### config.mk
export PLATFORM = sky130hd
export DESIGN_NAME = volume_level_ctrl
export DESIGN_NICKNAME = d
export VERILOG_FILES = /design/src/rtl/vol_pkg.sv /design/src/rtl/btn_hold_repeat.sv /design/src/rtl/volume_level_ctrl.sv
export SDC_FILE = /design/constraint.sdc
export NUM_CORES = 1
export LEC_CHECK = 0
export ABC_AREA = 0
export ABC_CLOCK_PERIOD_IN_PS = 3770
export CORE_MARGIN = 2
export CORE_UTILIZATION = 30
export DETAILED_ROUTE_END_ITERATION = 6
export PLACE_DENSITY_LB_ADDON = 0.1
export SYNTH_ARGS = -nofsm -noshare
export SYNTH_HDL_FRONTEND = slang
export SYNTH_SLANG_ARGS = --single-unit
### constraint.sdc
create_clock -name clk -period 3.77 [get_ports clk]
set_input_delay 0.754 -clock clk [delete_from_list [all_inputs] [get_ports clk]]
set_output_delay 0.754 -clock clk [all_outputs]
set_load 0.02 [all_outputs]
### src/rtl/vol_pkg.sv
// Shared types and defaults for the volume level controller.
// Repeat FSM states, step direction and DAC amplitude constants.
package vol_pkg;

  typedef enum logic [1:0] {
    IDLE,
    DELAY,
    RPT
  } rpt_state_t;

  typedef enum logic {
    DIR_UP,
    DIR_DN
  } dir_t;

  localparam int unsigned VOL_MID  = 32'h8000;
  localparam int unsigned VOL_STEP = 2000;

  function automatic int unsigned max_u(
    input int unsigned a,
    input int unsigned b
  );
    return (a > b) ? a : b;
  endfunction

endpackage

### src/rtl/btn_hold_repeat.sv
// Button edge detect with hold-to-auto-repeat.
// Emits a one-cycle step pulse and its direction.
module btn_hold_repeat
  import vol_pkg::*;
#(
  parameter int unsigned HOLD_DLY = 50000000,
  parameter int unsigned RPT_PER  = 10000000
) (
  input  logic clk,
  input  logic rst,
  input  logic up,
  input  logic dn,
  output logic step,
  output dir_t dir
);

  localparam int unsigned CW =
    $clog2(max_u(HOLD_DLY, RPT_PER));
  localparam logic [CW-1:0] HOLD_LAST =
    CW'(HOLD_DLY - 1);
  localparam logic [CW-1:0] RPT_LAST =
    CW'(RPT_PER - 1);

  rpt_state_t    state;
  dir_t          dir_q;
  dir_t          dir_c;
  dir_t          req_dir;
  logic [CW-1:0] cnt;
  logic          up_q;
  logic          dn_q;
  logic          up_req;
  logic          dn_req;
  logic          req_any;
  logic          same;
  logic          up_rise;
  logic          dn_rise;
  logic          step_c;

  assign up_req  = up & ~dn;
  assign dn_req  = dn & ~up;
  assign req_any = up_req | dn_req;
  assign req_dir = up_req ? DIR_UP : DIR_DN;
  assign same    = req_any && (req_dir == dir_q);
  assign up_rise = up_req & ~up_q;
  assign dn_rise = dn_req & ~dn_q;

  always_comb begin
    step_c = 1'b0;
    dir_c  = dir_q;
    unique case (state)
      IDLE: begin
        unique case (1'b1)
          up_rise: begin
            step_c = 1'b1;
            dir_c  = DIR_UP;
          end
          dn_rise: begin
            step_c = 1'b1;
            dir_c  = DIR_DN;
          end
          default: ;
        endcase
      end
      DELAY: step_c = same && (cnt == HOLD_LAST);
      RPT:   step_c = same && (cnt == RPT_LAST);
      default: ;
    endcase
  end

  assign step = step_c;
  assign dir  = dir_c;

  // Edge registers reset high: a button held through reset
  // must be released and pressed again before it steps.
  always_ff @(posedge clk or negedge rst) begin
    if (!rst) begin
      state <= IDLE;
      dir_q <= DIR_UP;
      cnt   <= '0;
      up_q  <= 1'b1;
      dn_q  <= 1'b1;
    end else begin
      up_q <= up_req;
      dn_q <= dn_req;
      unique case (state)
        IDLE: begin
          cnt <= '0;
          if (step_c) begin
            state <= DELAY;
            dir_q <= dir_c;
          end
        end
        DELAY, RPT: begin
          if (!same) begin
            state <= IDLE;
            cnt   <= '0;
            // Direction swap: let IDLE see the new edge
            if (up_req) up_q <= 1'b0;
            if (dn_req) dn_q <= 1'b0;
          end else if (step_c) begin
            state <= RPT;
            cnt   <= '0;
          end else begin
            cnt <= cnt + 1'b1;
          end
        end
        default: begin
          state <= IDLE;
          cnt   <= '0;
        end
      endcase
    end
  end

endmodule

### src/rtl/volume_level_ctrl.sv
// Saturating volume level with mute and flags.
// Drives a registered DAC amplitude MID + level*STEP.
module volume_level_ctrl
  import vol_pkg::*;
#(
  parameter int unsigned LEVEL_W   = 4,
  parameter int unsigned MAX_LEVEL = 15,
  parameter int unsigned AMP_W     = 16,
  parameter int unsigned MID       = VOL_MID,
  parameter int unsigned STEP      = VOL_STEP,
  parameter int unsigned HOLD_DLY  = 50000000,
  parameter int unsigned RPT_PER   = 10000000
) (
  input  logic               clk,
  input  logic               rst,
  input  logic               vol_up,
  input  logic               vol_down,
  input  logic               mute_tgl,
  output logic [LEVEL_W-1:0] level,
  output logic               muted,
  output logic               at_max,
  output logic               at_min,
  output logic [AMP_W-1:0]   volume
);

  localparam longint unsigned AMP_TOP =
    64'(MID) + 64'(MAX_LEVEL) * 64'(STEP);
  localparam logic [LEVEL_W-1:0] LVL_MAX =
    LEVEL_W'(MAX_LEVEL);
  localparam logic [AMP_W-1:0] AMP_MID =
    AMP_W'(MID);
  localparam logic [AMP_W-1:0] AMP_STEP =
    AMP_W'(STEP);

  if (AMP_TOP >= (64'd1 << AMP_W)) begin : g_amp_chk
    $error("volume_level_ctrl: MID+MAX_LEVEL*STEP overflows AMP_W");
  end

  if (MAX_LEVEL < 1 ||
      MAX_LEVEL > (2 ** LEVEL_W) - 1) begin : g_lvl_chk
    $error("volume_level_ctrl: MAX_LEVEL out of range");
  end

  dir_t               dir;
  logic               step;
  logic               mute_q;
  logic               mute_rise;
  logic               muted_nx;
  logic [LEVEL_W-1:0] level_nx;
  logic [AMP_W-1:0]   amp_nx;

  btn_hold_repeat #(
    .HOLD_DLY (HOLD_DLY),
    .RPT_PER  (RPT_PER)
  ) u_rpt (
    .clk  (clk),
    .rst  (rst),
    .up   (vol_up),
    .dn   (vol_down),
    .step (step),
    .dir  (dir)
  );

  assign mute_rise = mute_tgl & ~mute_q;
  assign muted_nx  = muted ^ mute_rise;

  always_comb begin
    level_nx = level;
    unique case (1'b1)
      step && dir == DIR_UP && level != LVL_MAX:
        level_nx = level + 1'b1;
      step && dir == DIR_DN && level != '0:
        level_nx = level - 1'b1;
      default: ;
    endcase
  end

  // Amplitude trails level/muted by one register stage
  assign amp_nx = muted ? AMP_MID :
    AMP_MID + AMP_W'(level) * AMP_STEP;

  always_ff @(posedge clk or negedge rst) begin
    if (!rst) begin
      level  <= '0;
      muted  <= 1'b0;
      at_max <= 1'b0;
      at_min <= 1'b1;
      volume <= AMP_MID;
      mute_q <= 1'b1;
    end else begin
      mute_q <= mute_tgl;
      level  <= level_nx;
      muted  <= muted_nx;
      at_max <= (level_nx == LVL_MAX);
      at_min <= (level_nx == '0);
      volume <= amp_nx;
    end
  end

endmodule
==> summary by stage <==
Floorplan
The floorplan has 37 rows. The die is 105.5 um wide. The effective utilization at floorplan is 0.3047. The boundary pin count is 28. The core region is 0.01014 mm2. The die height is 105.5 um. The floorplan step defined a die boundary enclosing 0.01113 mm2.

Clocking
The root buffer cell is sky130_fd_sc_hd__clkbuf_8. The later-pin clock latency in the skew report is 0.30 ns. The total CTS buffers is 5. The clock-pin slew reported for the worst setup and hold paths after clock tree synthesis is 0.10 ns. TritonCTS built the clock tree. Buffers inserted to repair hold after CTS numbered 0. The clock drives 50 sinks. The maximum root-to-sink buffer count is 2.

The H-tree level count is 2.

Setup path
The kind of start point of the critical path is an input pin. The cell count of the worst reg-to-reg path is 10. The origin of the critical flop-to-flop path is level[1].

The worst flop-to-flop path endpoint is volume[14]. The largest fanout on the critical path is 3. The category of the most critical setup path is input pin to flip-flop. The worst setup slack for register-to-register paths is 0.42 ns.

For the worst setup path, the data required time is 3.97 ns. The worst setup path is captured at a flip-flop. For the worst setup path, the data arrival time is 3.74 ns.

GRT
The first global-routing pass estimated 10760 um of wire. The pin count of the biggest net entering global routing is 30. The number of antenna violations at the first check in global routing is 0.

The total global-route track usage is 0.1202. The remaining global-route overflow is 0. The number of global-route vias before repair was 2131.

STA
The final worst clock skew is 0.007079 ns. The slew of the pin with the lowest slew margin is 0.6816 ns. The time the final worst path needs with I/O delays and setup is 3.544 ns. The max-slew headroom at the worst pin is 0.5456. In the finished design, the share of the clock period the worst path needs comes to 0.9399. The maximum operating frequency is 282.2 MHz. The hold violation count in the final report is 0. Setup violations remaining at the end of the flow were counted as 0. The max-slew violation count is 0.

Logic synthesis
The average size of a mapped cell is 10.13 um2. The commonest cells after synthesis are sky130_fd_sc_hd__dfrtp_1, sky130_fd_sc_hd__nor2_1, sky130_fd_sc_hd__inv_1. The total standard cell area after synthesis is 0.003089 mm2. After synthesis the netlist holds a flip-flop and latch count of 50. The netlist uses 59 different library cells. The dominant cell type by area after synthesis is sky130_fd_sc_hd__dfrtp_1. Sorting the synthesized cells by area gives the leading types as sky130_fd_sc_hd__dfrtp_1, sky130_fd_sc_hd__ha_1, sky130_fd_sc_hd__nor2_1. After technology mapping, the gate count stands at 305.

Of the synthesized area, sequential elements account for 0.4066. Yosys instantiated no cell more often than sky130_fd_sc_hd__dfrtp_1. The share of synthesized registers carrying an async set or reset is 1.000. Counting flops with a built-in enable in the synthesized netlist gives 0. The count of synthesis-stage warnings from yosys is 0.

The commonest register cell after synthesis is sky130_fd_sc_hd__dfrtp_1. The top-area cell type share of the netlist area is 0.3726.

Run
The number of max-cap violations is 0.

Power and ir drop
IR analysis of the VDD net gives a maximum drop of 0.0003292 V. Summed over all cells, the static leakage comes to 1.605 nW. Power spread over the standard cell area amounts to 841.6 mW/mm2.

The total power draw is 3.055 mW.

Placed design
The number of input and output port buffers inserted is 22. After legalization and detailed placement, the total HPWL measured 4578 um. The placed instance count is 465. The final weighted congestion in routability-driven placement is 0.7509.

Min path
The worst hold path belongs to the class input pin to async pin.

Detailed routing
The number of nets still failing antenna checks after routing is 0. The detailed router finished its first iteration with 75 violations. After detailed routing, the total wire length is 6230 um. After detailed routing, the number of vias per cell comes to 4.523. The number of iterations in the first detailed-routing pass is 4. The average detailed-routed wire length per instance is 13.14 um. The total via count after detailed routing is 2144. In the routed design, unresolved DRC markers number 0.

Finish
Excluding fillers, the count of instances in the completed layout stands at 474. Relative to the synthesized area, the layout overhead comes to 17.50%. The number of antenna diodes in the final layout is 0. Of the cells placed in the final design, the portion with a size suffix greater than 1 is 0.1361. The number of nets in the finished design is 373.

Outcome
The flow ran to the end, and the final reports show no timing, DRC or antenna violations.
==> registers in the layout, indices dropped and copies added, names as in the netlist <==
register,count
mute_q,1
at_min,1
u_rpt.state,2
u_rpt.dn_q,1
muted,1
u_rpt.up_q,1
u_rpt.dir_q,1
u_rpt.cnt,26
volume,11
at_max,1
level,4
==> critical path: stages <==
cell,delay (ns)
sky130_fd_sc_hd__clkdlybuf4s50_1,0.47
sky130_fd_sc_hd__inv_1,0.04
sky130_fd_sc_hd__ha_1,0.22
sky130_fd_sc_hd__ha_4,0.23
sky130_fd_sc_hd__nor3b_2,0.21
sky130_fd_sc_hd__and4_1,0.21
sky130_fd_sc_hd__o2111a_2,0.21
sky130_fd_sc_hd__o21ai_1,0.08
sky130_fd_sc_hd__o21ai_1,0.15
sky130_fd_sc_hd__ha_2,0.21
sky130_fd_sc_hd__nor4bb_4,0.28
sky130_fd_sc_hd__a31oi_1,0.07
sky130_fd_sc_hd__o211ai_1,0.12
sky130_fd_sc_hd__o211ai_2,0.14
sky130_fd_sc_hd__xnor2_2,0.17
sky130_fd_sc_hd__and3_1,0.18
==> stage by stage <==
step	setup TNS (ns)	hold WS, ns	setup slack, ns	area, um2	utilization
after global routing	-0.0002740	0.5223	-0.0002740	3630	0.3580
after detailed placement	-0.3850	0.4828	-0.1917	3483	0.3436
after global placement	-0.1007	0.4763	-0.05133	3483	0.3436
after CTS	0	0.4943	0.1454	3592	0.3543
after floorplan	0	0.4504	0.3076	3100	-
final	0	0.4770	0.2264	3630	0.3580
==> worst max-delay path by stage <==
stage,from,end,slack [ns],cells past startpoint
detailed placement,vol_down,at_min,-0.19,16
global route,vol_down,at_max,-0.0003,16
floorplan,vol_down,at_max,0.31,15
global placement,vol_down,at_min,-0.05,16
finish,vol_down,at_max,0.23,16
CTS,vol_down,at_min,0.15,16
==> layer usage <==
| metal | global-route usage | wire (um) |
|---|---|---|
| met5 | 0 | 0 |
| met4 | 0.03429 | 70 |
| met3 | 0.02288 | 174 |
| met2 | 0.1816 | 2702 |
| met1 | 0.1745 | 3282 |
==> logic make-up after synthesis <==
family,after synthesis,share of synthesized area
other,2,0.002431
and+or+nand+nor,119,0.2175
adders and majority gates,31,0.1426
buffers and inverters,37,0.05548
muxes,6,0.02066
DFF,50,0.4066
AOI/OAI and AO/OA,30,0.06480
xor gates and xnor gates,30,0.08991
==> final cells by class <==
cell class,count,area (um2)
clock buffer,5,68.82
clock inverter,3,40.04
fill,1049,6509
inverter,27,101.3
multi-input combinational,221,1703
sequential,50,1256
tap,136,170.2
timing repair buffer,32,290.3
==> cell usage in the layout, fill, tap and decap left out, types with 4 or more instances in the layout <==
cell | netlist | routed
sky130_fd_sc_hd__a21oi_1 | 7 | 7
sky130_fd_sc_hd__and3_1 | 5 | 5
sky130_fd_sc_hd__buf_4 | 6 | 10
sky130_fd_sc_hd__clkbuf_8 | 0 | 5
sky130_fd_sc_hd__clkdlybuf4s50_1 | 0 | 21
sky130_fd_sc_hd__conb_1 | 2 | 5
sky130_fd_sc_hd__dfrtp_1 | 46 | 46
sky130_fd_sc_hd__dfstp_2 | 4 | 4
sky130_fd_sc_hd__fa_1 | 7 | 7
sky130_fd_sc_hd__ha_1 | 24 | 22
sky130_fd_sc_hd__inv_1 | 27 | 27
sky130_fd_sc_hd__nand2_1 | 16 | 16
sky130_fd_sc_hd__nand3_1 | 11 | 11
sky130_fd_sc_hd__nand4_1 | 5 | 5
sky130_fd_sc_hd__nor2_1 | 40 | 40
sky130_fd_sc_hd__nor2b_1 | 5 | 5
sky130_fd_sc_hd__nor3_1 | 5 | 5
sky130_fd_sc_hd__o21ai_0 | 7 | 5
sky130_fd_sc_hd__xnor2_1 | 12 | 12
sky130_fd_sc_hd__xor2_1 | 16 | 16
==> power by group <==
part	leakage (nW)	internal [mW]	switching, mW	total [mW]
sequential	0.656	0.663	0.0705	0.734
combinational	0.891	0.864	1.08	1.94
clock	0.0579	0.196	0.186	0.382
==> repair_timing <==
item | 4_1_cts | 5_1_grt
gates resized for setup | 0 | 6
endpoints found under the setup margin | 0 | 2
endpoints found under the hold margin | 0 | 0
setup buffers | 0 | 1
Power figures use the tool's default switching activity.
